--- src/rtl/uart_tx_buffered.sv ---
// Byte FIFO feeding an 8N1 UART serializer. Serial, active and done outputs are registered,
// with each value computed from the serializer's next state.
module uart_tx_buffered #(
  parameter int unsigned CLKS_PER_BIT = 217,
  parameter int unsigned FIFO_DEPTH   = 16
) (
  input  logic                          i_Clock,
  input  logic                          i_Reset,
  input  logic                          i_Tx_DV,
  input  logic [7:0]                    i_Tx_Byte,
  output logic                          o_Full,
  output logic                          o_Empty,
  output logic [$clog2(FIFO_DEPTH):0]   o_Count,
  output logic                          o_Overflow,
  output logic                          o_Tx_Active,
  output logic                          o_Tx_Serial,
  output logic                          o_Tx_Done
);

  localparam int unsigned AW = $clog2(FIFO_DEPTH);
  localparam int unsigned CW = AW + 1;
  localparam int unsigned BW = $clog2(CLKS_PER_BIT);

  typedef enum logic [1:0] {StIdle, StStart, StData, StStop} state_e;

  logic [7:0]    mem_q [FIFO_DEPTH];
  logic [AW-1:0] wr_ptr_q, wr_ptr_d, rd_ptr_q, rd_ptr_d;
  logic [CW-1:0] count_q, count_d;
  logic          ovf_q, ovf_d;
  logic          head_vld_q, head_vld_d;

  state_e        state_q, state_d;
  logic [BW-1:0] baud_q, baud_d;
  logic [2:0]    bit_q, bit_d;
  logic [7:0]    data_q, data_d;
  logic          serial_q, serial_d;
  logic          active_q, active_d;
  logic          done_q, done_d;

  logic full, wr_en, pop, baud_last;

  assign full      = (count_q == CW'(FIFO_DEPTH));
  assign wr_en     = i_Tx_DV & ~full;
  assign baud_last = (baud_q == BW'(CLKS_PER_BIT - 1));

  // FIFO bookkeeping; head_vld_q lags the count so a fresh byte is seen one cycle later.
  always_comb begin
    wr_ptr_d   = wr_ptr_q;
    rd_ptr_d   = rd_ptr_q;
    count_d    = count_q;
    ovf_d      = ovf_q | (i_Tx_DV & full);
    head_vld_d = (count_q != '0);
    if (wr_en) wr_ptr_d = wr_ptr_q + 1'b1;
    if (pop)   rd_ptr_d = rd_ptr_q + 1'b1;
    unique case ({wr_en, pop})
      2'b10:   count_d = count_q + 1'b1;
      2'b01:   count_d = count_q - 1'b1;
      default: count_d = count_q;
    endcase
  end

  always_comb begin
    state_d = state_q;
    baud_d  = baud_q;
    bit_d   = bit_q;
    data_d  = data_q;
    pop     = 1'b0;
    unique case (state_q)
      StIdle: begin
        if (head_vld_q && (count_q != '0)) begin
          pop     = 1'b1;
          data_d  = mem_q[rd_ptr_q];
          baud_d  = '0;
          bit_d   = '0;
          state_d = StStart;
        end
      end
      StStart: begin
        if (baud_last) begin
          baud_d  = '0;
          state_d = StData;
        end else begin
          baud_d = baud_q + 1'b1;
        end
      end
      StData: begin
        if (baud_last) begin
          baud_d = '0;
          bit_d  = bit_q + 1'b1;
          if (bit_q == 3'd7) state_d = StStop;
        end else begin
          baud_d = baud_q + 1'b1;
        end
      end
      StStop: begin
        if (baud_last) begin
          baud_d  = '0;
          state_d = StIdle;
        end else begin
          baud_d = baud_q + 1'b1;
        end
      end
      default: state_d = StIdle;
    endcase

    unique case (state_d)
      StStart: serial_d = 1'b0;
      StData:  serial_d = data_d[bit_d];
      default: serial_d = 1'b1;
    endcase
    active_d = (state_d != StIdle);
    done_d   = (state_d == StStop) && (baud_d == BW'(CLKS_PER_BIT - 1));
  end

  always_ff @(posedge i_Clock) begin
    if (wr_en && !i_Reset) mem_q[wr_ptr_q] <= i_Tx_Byte;
  end

  always_ff @(posedge i_Clock) begin
    if (i_Reset) begin
      wr_ptr_q   <= '0;
      rd_ptr_q   <= '0;
      count_q    <= '0;
      ovf_q      <= 1'b0;
      head_vld_q <= 1'b0;
      state_q    <= StIdle;
      baud_q     <= '0;
      bit_q      <= '0;
      data_q     <= '0;
      serial_q   <= 1'b1;
      active_q   <= 1'b0;
      done_q     <= 1'b0;
    end else begin
      wr_ptr_q   <= wr_ptr_d;
      rd_ptr_q   <= rd_ptr_d;
      count_q    <= count_d;
      ovf_q      <= ovf_d;
      head_vld_q <= head_vld_d;
      state_q    <= state_d;
      baud_q     <= baud_d;
      bit_q      <= bit_d;
      data_q     <= data_d;
      serial_q   <= serial_d;
      active_q   <= active_d;
      done_q     <= done_d;
    end
  end

  assign o_Full      = full;
  assign o_Empty     = (count_q == '0);
  assign o_Count     = count_q;
  assign o_Overflow  = ovf_q;
  assign o_Tx_Active = active_q;
  assign o_Tx_Serial = serial_q;
  assign o_Tx_Done   = done_q;

endmodule

--- config.mk ---
export PLATFORM = sky130hd
export DESIGN_NAME = uart_tx_buffered
export DESIGN_NICKNAME = d
export VERILOG_FILES = /design/src/rtl/uart_tx_buffered.sv
export SDC_FILE = /design/constraint.sdc
export NUM_CORES = 1
export LEC_CHECK = 0
export ABC_AREA = 1
export BUFFER_PORTS_ARGS = -buffer_cell sky130_fd_sc_hd__buf_2
export CAP_MARGIN = 5
export CORE_ASPECT_RATIO = 1.5
export CORE_MARGIN = 4
export CORE_UTILIZATION = 45
export CTS_BUF_LIST = sky130_fd_sc_hd__clkbuf_8
export DETAILED_ROUTE_END_ITERATION = 12
export SLEW_MARGIN = 5
export SYNTH_ARGS = -nofsm -noshare
export SYNTH_HDL_FRONTEND = slang
export SYNTH_SLANG_ARGS = --single-unit
--- constraint.sdc ---
create_clock -name i_Clock -period 3.25 [get_ports i_Clock]
set_input_delay 0.975 -clock i_Clock [delete_from_list [all_inputs] [get_ports i_Clock]]
set_output_delay 0.975 -clock i_Clock [all_outputs]
set_load 0.02 [all_outputs]
# Word-level counts from Yosys, hierarchy flattened
# Memories as Yosys holds them, arrays and structs flattened. A register that Yosys moved wholly into a read port is not among the register bits.
# Index checks and enable logic that the tools add are counted.
[classes] n_reduce_logical=10 mux=24 multipliers=0 n_div=0 n_shift=0 order_cmp=1 n_addsub=6 eq_ne=12 bitwise_logic=4
[op_table] op="2-to-1 mux 8 bit" n=4
[op_table] op="== test 8 bit (second input constant)" n=2
[op_table] op="one-hot mux 8 bit (2 select lines)" n=1
[op_table] op="== test 2 bit (second input constant)" n=5
[op_table] op="2-to-1 mux 2 bit" n=5
[op_table] op="one-hot mux 5 bit (2 select lines)" n=1
[op_table] op="adder 4 x 1 -> 4 bit (second input constant)" n=2
[op_table] op="adder 8 x 1 -> 8 bit (second input constant)" n=1
[op_table] op="2-to-1 mux 4 bit" n=2
[op_table] op="one-hot mux 2 bit (4 select lines)" n=1
[op_table] op="== test 2 x 1 -> 1 bit (second input constant)" n=3
[op_table] op="2-to-1 mux 3 bit" n=2
[op_table] op="one-hot mux 3 bit (2 select lines)" n=1
[op_table] op="adder 5 x 1 -> 5 bit (second input constant)" n=1
[op_table] op="== test 5 bit (second input constant)" n=1
[op_table] op="zero test 5 bit" n=1
[op_table] op="2-to-1 mux 1 bit" n=5
[op_table] op="nonzero test 5 bit" n=1
[op_table] op="subtractor 5 x 1 -> 5 bit (second input constant)" n=1
[op_table] op="less-than comparator 3 x 4 -> 1 bit (second input constant)" n=1
[op_table] op="nonzero test 2 bit" n=2
[op_table] op="adder 3 x 1 -> 3 bit (second input constant)" n=1
[op_table] op="binary-select mux 1 bit (select 3 bit)" n=1
[op_table] op="== test 3 bit (second input constant)" n=1
[op_table] op="other kinds (8)" n=11
[totals] regBits=39 word_cells=70 memories=1 ram_bits=128 latchBits=0 romBits=0
[memory_table] memory="mem_q" depth=16 width=8 rd=1 rd_ports_with_merged_regs=1 wr=1 line="26" text="logic [7:0] mem_q [FIFO_DEPTH];"

# Logic depth before layout (Yosys ltp)
# Gate-level depths: netlist of the first run.
[logic_depth] word_depth=7 ltp_mapped=16

# Worst setup path after synthesis of the first run
# Ideal clock, no wire load.
[synth_timing] path_kind="input-to-reg" start="input port i_Tx_DV" end="register count_q[4], in the netlist o_Count[4]" t_arrival_ps=2243 stages=11 n_path_buf=0 setup_ps=67 required_time_ps=3183 path_slack_ps=939 cell_sequence="nand2_1 > ha_1 > ha_1 > inv_1 > o21bai_2 > inv_2 > nand2_1 > nand2_1 > nand2_1 > nand2_1 > a21oi_2"
[synth_via] elab_chain_cells=3 elab_cells_between_ends=5
[synth_rtl] element="start, declared" line="9" text="input logic i_Tx_DV,"
[synth_rtl] element="AND 1 bit *" line="43" text="assign wr_en = i_Tx_DV & ~full;"
[synth_rtl] element="== test 2 x 1 -> 1 bit or == test 2 bit (tied branches)" line="55" text="unique case ({wr_en, pop})"
[synth_rtl] element="one-hot mux 5 bit (2 select lines) or nonzero test 2 bit (tied branches)"
[synth_rtl] element="end signal, assigned" line="136" text="count_q <= count_d;"
[synth_rtl] element="end, declared" line="28" text="logic [CW-1:0] count_q, count_d;"
# Mark *: on every way between the ends. The rest lies on a longest branch, timed or not.
# A chain may end at the register's enable or synchronous reset.

# Final worst setup path of the first run
[layout_timing] start="register count_q[4], in the netlist o_Count[4]" end="register count_q[3], in the netlist o_Count[3]"
[layout_via] elab_chain_cells=6 elab_cells_between_ends=11
[layout_rtl] element="nonzero test 5 bit" line="70" text="if (head_vld_q && (count_q != '0)) begin"
[layout_rtl] element="logical AND 1 bit" line="70"
[layout_rtl] element="2-to-1 mux 1 bit" line="70"
[layout_rtl] element="2-to-1 mux 1 bit" line="68" text="unique case (state_q)"
[layout_rtl] element="== test 2 x 1 -> 1 bit or == test 2 bit (tied branches)" line="55"
[layout_rtl] element="one-hot mux 5 bit (2 select lines) or nonzero test 2 bit (tied branches)"
# Several ways; a longest one is shown, not always the timed one.

==> results of run 1 <==
## metal layers
metal	up-vias	GRT usage	part of all wire
li1	2625	-	-
met1	2499	0.2136	0.40
met2	109	0.3330	0.53
met3	34	0.03376	0.034
met4	0	0.07597	0.033
met5	-	0	0
## flip-flops by register name, summed over array words and instances (netlist names), named ones only
register	count
state_q	2
mem_q	128
o_Tx_Done	1
rd_ptr_q	4
data_q	8
baud_q	8
o_Overflow	1
bit_q	3
o_Tx_Serial	1
o_Count	5
wr_ptr_q	4
o_Tx_Active	1
head_vld_q	1
## path summary, 6_finish.rpt
kind | from | endpoint | slack, ps
max | o_Count[4] | o_Count[3] | 810
max reg2reg | o_Count[4] | o_Count[3] | 810
min reg2reg | o_Overflow | o_Overflow | 480
min | o_Overflow | o_Overflow | 480
## area by class of cell
class                      count  area share
clock inverter                15     0.01675
multi-input combinational    497      0.2900
sequential                   171      0.5677
inverter                      77     0.03487
clock buffer                  17     0.02823
tap                          206     0.03109
timing repair buffer          40     0.03140
## stage by stage
step	worst slack (ps)	power (W)	cells	instance area (um^2)	hold WS, ps
after floorplan	939.5	0.004079	777	7580	467.2
after global placement	719.3	0.004469	991	7916	462.6
after detailed placement	595.3	0.004527	991	7916	468.8
after CTS	800.3	0.005941	1023	8289	495.2
after global routing	537.5	0.006275	1023	8289	541.1
final	806.8	0.005878	1023	8289	484.3
## report_power, final
part / total, W / switching [W] / internal (W)
Clock: 0.00141 / 0.000793 / 0.000621
Sequential: 0.00258 / 0.0000977 / 0.00249
Combinational: 0.00188 / 0.00129 / 0.000586
Total: 0.00588 / 0.00219 / 0.00369
## cells in the final DEF, fill, tap and decap left out, types with 3 or more instances in the layout
cell type   Yosys  layout
a21oi_1        14      14
buf_2          14      21
buf_4           5      18
clkbuf_8        0      17
clkinvlp_4      0       3
dfxtp_1        43      42
edfxtp_1      128     128
ha_1           12      12
inv_1          72      73
inv_2           5       5
inv_6           0       6
nand2_1       190     190
nand2_2         4       4
nand3_1        96      96
nand3_2         3       3
nand4_1         3       3
nor2_1         96      96
nor2_4          3       3
nor3_1          4       4
o21ai_0        25      25
o21ai_1        10      10
or2_0           4       4
xor2_1          8       8
## synth_stat cells (5+ instances only)
library cell / instances / area share
buf_4: 5 / 0.0050
nor2_1: 96 / 0.048
o21ai_1: 10 / 0.0066
inv_2: 5 / 0.0025
nand2_1: 190 / 0.094
o21ai_0: 25 / 0.017
ha_1: 12 / 0.020
a21oi_1: 14 / 0.0092
inv_1: 72 / 0.036
buf_2: 14 / 0.0092
xor2_1: 8 / 0.0092
edfxtp_1: 128 / 0.51
clkbuf_1: 9 / 0.0045
dfxtp_1: 43 / 0.11
nand3_1: 96 / 0.063
## worst max-delay path, delay by kind of cell, from the launching register on
kind / cells / cell delay (ps)
AOI/OAI and AO/OA: 2 / 220
DFF: 1 / 450
and+or+nand+nor: 4 / 620
adders and majority gates: 1 / 360
xor gates and xnor gates: 2 / 360
buffers and inverters: 3 / 320
## logic make-up (layout without fill, tap and decap cells)
| group | count (synthesis) | after routing | synth area share |
|---|---|---|---|
| and+or+nand+nor | 414 | 414 | 0.2403 |
| adders and majority gates | 12 | 12 | 0.01981 |
| DFF | 171 | 171 | 0.6207 |
| AOI/OAI and AO/OA | 61 | 61 | 0.04540 |
| buffers and inverters | 109 | 149 | 0.06223 |
| xor gates and xnor gates | 10 | 10 | 0.01156 |
==> out/metrics.cfg, run 1 <==
[timing]
finalMaxSlewViolations = 0
period_share = 0.7518
clock.fmax_ghz = 0.4093
fin_crit_ps = 2443
setup_viol = 0
worst_pin_slew_ps = 726.5
finalClockSkew_ps = 11.49
rsz0062_at_grt = no
hold_violations = 0
slew_headroom = 0.5139
totalNegativeSetupSlack_ps = 0

[critical_path]
cp_slowest_stage_delay_ps = 450
path_cells = inv_1, nand4_4, nand2_4, nor2_8, ha_1, xnor2_1, inv_1, nand3_1, o211ai_2, xor2_1, o21ai_1, inv_1
crit_type = reg2reg
endpoint_kind = register
crit_fanout = 23
r2r_cells = 12
startpoint_type = register
cp_common_cell = inv_1
slowest_stage = dfxtp_1
required_ps = 3600
cp.arrival_ps = 2790

[global_route]
grt_use_total = 0.1852
antenna_found_initial = 0
grt_max_degree = 65
grt_pass1_vias = 5284
grt_pass1_wl_um = 27210
grt_overflow_total = 0

[clock_tree]
cts_buffers = 17
htree_levels = 4
cts_hold_buf = 0
clk_latency_ps = 440
clk_transition_reported_paths_ps = 90
ctsResizeCount = 0
clk_path_buf_depth = 2
postCtsSetupBuffers = 0
clk_root_buffer_cell = clkbuf_8
cts_tree = done
cts_sinks = 171

[floorplanning]
io_pins = 22
core_um2 = 16400
fp.dieArea_um2 = 19030
row_count = 57
die_x_um = 114.0
die_y_um = 167.0
initial_core_util = 0.4621

[placed_design]
dp_hpwl_um = 11250
globalplace.congestion = 0.8656
portBuffers = 21

[yosys]
ys_seq_elements = 171
syn_area_um2 = 7580
syn_nets = 800
postSynthCellCount = 777
syn_area_per_cell_um2 = 9.755
synth-seq-area-share = 0.6207
ys_types = 44
async_reset_ff_frac = 0
ys_warn_count = 0
synth_edf_count = 128
synth_flop_cell = edfxtp_1

[routing]
vias = 5267
avgRoutedWirePerCell_um = 16.49
wl_um = 16870
vias_per_cell = 5.149
drc_errors = 0
initialDrtViolationCount = 297
first_pass_iters = 5
ant_nets = 0

[status]
status = completed

[layout]
multi_input_area_um2 = 2404
post-route-util = 0.5053
seq_area_um2 = 4706
num-fill-cells = 1513
areaGrowthSynthToFinish_pct = 9.360
drive_gt1_frac = 0.1187
diodes = 0
nets = 827

[worst_hold_path]
min_path_type = reg2reg
holdPathStages = 2

[power]
p_per_area_nw_per_um2 = 709.1
ir_drop_v = 0.0006213
leakage_nw = 3.303

[flow_run]
cap_viol_max_count = 0

Note: power is estimated with default switching activity, not from simulation.
==> inputs of run 2 (changes only) <==
Clock period 3.25 ns to 2 ns, I/O delays scaled along.
==> run 2 against run 1 <==
Against the previous run: hold slack worse by 67 ps; worst setup slack worse by 740 ps; via count is 2.5% higher; critical endpoint is now o_Full; sequential power is 64% higher; clock power is 65% higher; non-clock buffer count is 29 higher; clock skew is 1.8 ps higher; sequential cell count stayed put; core utilization is 2.1 points higher; global-route usage is 0.32 points lower.
==> out/metrics.cfg, run 2 (synthesis results as in run 1) <==
[status]
status = completed

[layout]
num-fill-cells = 1537  ; +1.6%
top_register = mem_q
areaGrowthSynthToFinish_pct = 13.87
top_regs = mem_q: 128 flops, baud_q: 8 flops, data_q: 8 flops
drive_gt1_frac = 0.1749  ; +0.05621
seq_area_um2 = 4727  ; +0.45%
largest_reg_flops = 128  ; unchanged
final_common_cell = nand2_1
final_cell_mix = 189 x nand2_1, 128 x edfxtp_1, 95 x nand3_1
nets = 856  ; +3.5%
multi_input_area_um2 = 2456  ; +2.2%
diodes = 0  ; unchanged

[global_route]
antenna_found_initial = 0  ; unchanged
grt_max_degree = 33  ; -49%
grt_use_total = 0.1820  ; -0.003189
grt_overflow_total = 0  ; unchanged
grt_pass1_wl_um = 26880  ; -1.2%
grt_pass1_vias = 5386  ; +1.9%

[timing]
rsz0062_at_grt = yes
finalMaxSlewViolations = 0  ; unchanged
fin_ws_ps = 62.18  ; -744.6 ps
clock.fmax_ghz = 0.5160
setup_viol = 0  ; unchanged
worst_pin_slew_ps = 435.6  ; -290.9 ps
period_share = 0.9689
fin_crit_ps = 1938
finalClockSkew_ps = 13.26  ; +1.775 ps
slew_headroom = 0.7092  ; +0.1953
hold_violations = 0  ; unchanged

[power]
leakage_nw = 3.469  ; +5.0%
total_power_w = 0.009906  ; +69%
ir_drop_v = 0.0008091  ; +30%
p_per_area_nw_per_um2 = 1148  ; +62%

[floorplanning]
row_count = 57  ; unchanged
initial_core_util = 0.4621  ; unchanged
die_x_um = 114.0  ; unchanged
io_pins = 22  ; unchanged
core_um2 = 16400  ; unchanged
die_y_um = 167.0  ; unchanged
fp.dieArea_um2 = 19030  ; unchanged

[routing]
ant_nets = 0  ; unchanged
vias = 5399  ; +2.5%
avgRoutedWirePerCell_um = 15.84  ; -4.0%
first_pass_iters = 6  ; +1
vias_per_cell = 5.132  ; -0.32%
drc_errors = 0  ; unchanged
initialDrtViolationCount = 293  ; -1.3%
wl_um = 16660  ; -1.3%

[critical_path]
reg2reg_from = o_Count[3]
crit_start = o_Count[3]
r2r_setup_slack_ps = 100  ; -710 ps
cp.arrival_ps = 1340  ; -1450 ps
crit_fanout = 3  ; -87%
crit_end = o_Full
r2r-end = o_Count[4]
crit_type = reg2out
startpoint_type = register
endpoint_kind = primary output
required_ps = 1400  ; -2200 ps
r2r_cells = 15  ; +3

[clock_tree]
clk_root_buffer_cell = clkbuf_8
cts_buffers = 17  ; unchanged
clk_transition_reported_paths_ps = 100  ; about the same
cts_hold_buf = 0  ; unchanged
clk_latency_ps = 450  ; about the same
cts_tree = done
htree_levels = 4  ; unchanged
clk_path_buf_depth = 2  ; unchanged
cts_sinks = 171  ; unchanged

[placed_design]
portBuffers = 21  ; unchanged
dp_hpwl_um = 11600  ; +3.1%
pre_cts_slack_ps = 2.195  ; -593.1 ps
globalplace.congestion = 0.8725  ; +0.80%

[flow_run]
cap_viol_max_count = 0  ; unchanged

[worst_hold_path]
worstHoldStart = i_Tx_DV
min_path_type = in2reg

run 2: cell types whose count changed in the layout (fill, tap and decap cells not counted), moves of 5 or more:
cell and delta:
buf_4 +26, dfxtp_1 -7, dfxtp_4 +5, inv_1 -5, inv_8 +5
run 2: metrics by stage:
stage | utilization | instance area, um^2 | instances | hold slack (ps) | TNS (ps)
after floorplan | - | 7596 | 777 | 467.2 | 0
after global placement | 0.4938 | 8100 | 1010 | 463.7 | 0
after detailed placement | 0.4938 | 8100 | 1010 | 462.5 | 0
after CTS | 0.5187 | 8508 | 1042 | 383.6 | 0
after global routing | 0.5262 | 8631 | 1052 | 434.6 | -101.3
final | 0.5262 | 8631 | 1052 | 417.5 | 0
run 2: area by class of cell:
cell class / count / area share
Clock buffer: 17 / 0.02711
Sequential cell: 171 / 0.5477
Multi-Input combinational cell: 497 / 0.2846
Timing Repair Buffer: 69 / 0.05944
Tap cell: 206 / 0.02986
Inverter: 77 / 0.03378
Clock inverter: 15 / 0.01754
run 2: worst max-delay path, cell delays in order (launching register included):
cell and delay [ps]:
dfxtp_4 370, nor2_4 110, nand4_1 150, inv_1 130, buf_6 120
run 2: worst min path at each step:
stage / cells past startpoint / to
2_1_floorplan: 2 / register
4_1_cts: 3 / o_Overflow
3_3_place_gp: 2 / o_Overflow
3_5_place_dp: 2 / o_Overflow
5_1_grt: 3 / o_Overflow
6_report: 3 / o_Overflow
run 2: power breakdown:
group,switching (W),internal (W),leakage [nW]
combinational,0.00215,0.00122,1.77
clock,0.00139,0.000932,0.191
sequential,0.000154,0.00406,1.51
total,0.00369,0.00622,3.47
run 2: what timing repair did:
item / 4_1_cts / 5_1_grt
hold endpoints to repair: 0 / 0
gates resized for setup: 2 / 21
buffers inserted: 0 / 10
pin swaps: 0 / 8
setup endpoints to repair: 1 / 59
run 2: layer usage:
metal | GRT usage | part of all wire | wire length [um]
met5 | 0 | 0 | 0
met4 | 0.07183 | 0.026 | 427
met3 | 0.03158 | 0.032 | 530
met2 | 0.3401 | 0.56 | 9282
met1 | 0.2001 | 0.39 | 6419
==> inputs of run 3 (changes only) <==
Settings changed: PLACE_DENSITY_LB_ADDON set to 0.08.
==> run 3 against run 2 <==
Against the previous run: first-iteration DRC count fell by 6.1%; combinational power decreased by 1%; sequential cell count stayed put; worst setup slack improved by 3.8 ps; via count decreased by 1.3%; final cell count fell by 1.3%; design area fell by 1.2%; core utilization fell by 0.62 points; highest routed layer unchanged; critical endpoint unchanged; wire length increased by 2.3%; clock power increased by 5%; largest power group unchanged; die area unchanged; global-route usage rose by 0.35 points; largest cell class unchanged.
==> out/metrics.cfg, run 3 (synthesis results as in run 1) <==
[status]
status = completed

[clock_tree]
clk_root_buffer_cell = clkbuf_8
cts_sinks = 171  ; unchanged
clk_path_buf_depth = 2  ; unchanged
cts_buffers = 17  ; unchanged
cts_tree = done
clk_latency_ps = 440  ; about the same
htree_levels = 4  ; unchanged
clk_transition_reported_paths_ps = 90  ; about the same

[timing]
clock.fmax_ghz = 0.5171  ; +0.20%
finalClockSkew_ps = 13.62  ; +0.3580 ps
fin_ws_ps = 66.02  ; +3.840 ps
setup_viol = 0  ; unchanged
period_share = 0.9670  ; -0.001920
fin_crit_ps = 1934  ; -3.840 ps
slew_headroom = 0.6046  ; -0.1045
rsz0062_at_grt = yes
finalMaxSlewViolations = 0  ; unchanged
worst_pin_slew_ps = 592.4  ; +156.8 ps
hold_violations = 0  ; unchanged

[floorplanning]
die_y_um = 167.0  ; unchanged
io_pins = 22  ; unchanged
die_x_um = 114.0  ; unchanged
row_count = 57  ; unchanged
core_um2 = 16400  ; unchanged
initial_core_util = 0.4621  ; unchanged
fp.dieArea_um2 = 19030  ; unchanged

[routing]
initialDrtViolationCount = 275  ; -6.1%
first_pass_iters = 4  ; -2
drc_errors = 0  ; unchanged
vias = 5330  ; -1.3%
vias_per_cell = 5.135  ; about the same
wl_um = 17050  ; +2.3%
avgRoutedWirePerCell_um = 16.42  ; +3.7%
ant_nets = 0  ; unchanged

[worst_hold_path]
worstHoldStart = i_Tx_DV
holdPathStages = 3  ; unchanged
hold_path_end = o_Overflow
min_path_type = in2reg

[layout]
final_cell_mix = 189 x nand2_1, 128 x edfxtp_1, 95 x nand3_1
top_regs = mem_q: 128 flops, baud_q: 8 flops, data_q: 8 flops
drive_gt1_frac = 0.1550  ; -0.01989
nets = 842  ; -1.6%
top_register = mem_q
final_common_cell = nand2_1
largest_reg_flops = 128  ; unchanged
post-route-util = 0.5200  ; -0.006178
areaGrowthSynthToFinish_pct = 12.53
diodes = 0  ; unchanged
final_area_um2 = 8529  ; -1.2%

[placed_design]
globalplace.congestion = 0.8762  ; +0.42%
dp_hpwl_um = 11680  ; +0.72%
portBuffers = 21  ; unchanged
dpl-instance-area_um2 = 8043  ; -0.71%
pre_cts_slack_ps = -19.79  ; -21.99 ps

[flow_run]
cap_viol_max_count = 0  ; unchanged

[critical_path]
crit_fanout = 4  ; +1
crit_type = reg2out
required_ps = 1400  ; about the same
r2r_cells = 15  ; unchanged
path_cells = nor2_4, nand4_1, inv_1, buf_6
endpoint_kind = primary output
slowest_stage = dfxtp_4
r2r-end = o_Count[4]
cp.arrival_ps = 1330  ; about the same
startpoint_type = register
cp_slowest_stage_delay_ps = 380  ; about the same
r2r_setup_slack_ps = 70  ; -30 ps
reg2reg_from = o_Count[4]

[global_route]
grt_use_total = 0.1855  ; +0.003480
grt_pass1_vias = 5431  ; +0.84%
grt_pass1_wl_um = 27480  ; +2.2%
grt_max_degree = 43  ; +30%
grt_overflow_total = 0  ; unchanged
antenna_found_initial = 0  ; unchanged

[power]
ir_drop_v = 0.0007680  ; -5.1%
power.switching_w = 0.003602  ; -2.3%
p_per_area_nw_per_um2 = 1166  ; +1.6%
leakage_nw = 3.405  ; -1.8%
p_sw_frac = 0.3622  ; -0.009999
power_frac_comb = 0.334  ; -0.006
p_seq_frac = 0.422  ; -0.004
clkPwrFrac = 0.244  ; +0.010
internal_power_w = 0.006343  ; +2.0%

## run 3: critical path, delay by kind of cell, from the launching register on
| family | cells | cell delay, ps |
|---|---|---|
| flops | 1 | 380 |
| buf+inv | 2 | 260 |
| simple gates | 2 | 250 |
## run 3: layer usage
layer,global-route usage,wire length [um],vias up
met4,0.06977,372,0
met1,0.2068,6743,2571
met3,0.02795,389,24
met2,0.3483,9542,82
met5,0,0,-
li1,-,-,2653
## run 3: stage by stage
stage                     hold WS (ps)  std cells  total power (W)  TNS [ps]
after floorplan                  467.2        777         0.006647         0
after global placement           479.7       1004         0.007435         0
after detailed placement         489.7       1004         0.007506    -32.69
after CTS                        409.3       1036         0.009964         0
after global routing             466.6       1038          0.01059    -214.1
final                            447.7       1038         0.009946         0
## run 3: power groups by stage
stage,clock [W],combinational [W],sequential (W)
2_1_floorplan,0,0.00234,0.00431
3_3_place_gp,0,0.00318,0.00426
3_5_place_dp,0,0.00324,0.00427
4_1_cts,0.00250,0.00328,0.00419
5_1_grt,0.00266,0.00371,0.00423
6_report,0.00243,0.00333,0.00419
## run 3: cell type report
type,instances,area (um^2)
clock buffers,17,234.0
clock inverters,15,165.2
fillers,1503,7874
inverters,77,289.0
multi-input cells,497,2467
flip-flops and latches,171,4725
well taps,206,257.7
repair buffers,55,391.6
## run 3: how the worst max path moves through the flow
stage                     slack [ps]         end  cells after the start       start
after CTS                         40  o_Count[3]                     12  o_Count[2]
after detailed placement         -20  o_Count[4]                     13     i_Tx_DV
after global placement            50  o_Count[4]                     13     i_Tx_DV
after global routing             -90  o_Count[4]                     15  o_Count[4]
after floorplan                    1  o_Count[4]                     16  o_Count[1]
final                             70      o_Full                      4  o_Count[3]
## run 3: repair_timing
item,CTS,global route
pin swaps,0,6
resized for setup,1,15
endpoints found under the setup margin,1,6
hold buffers,0,0
buffers inserted,0,2
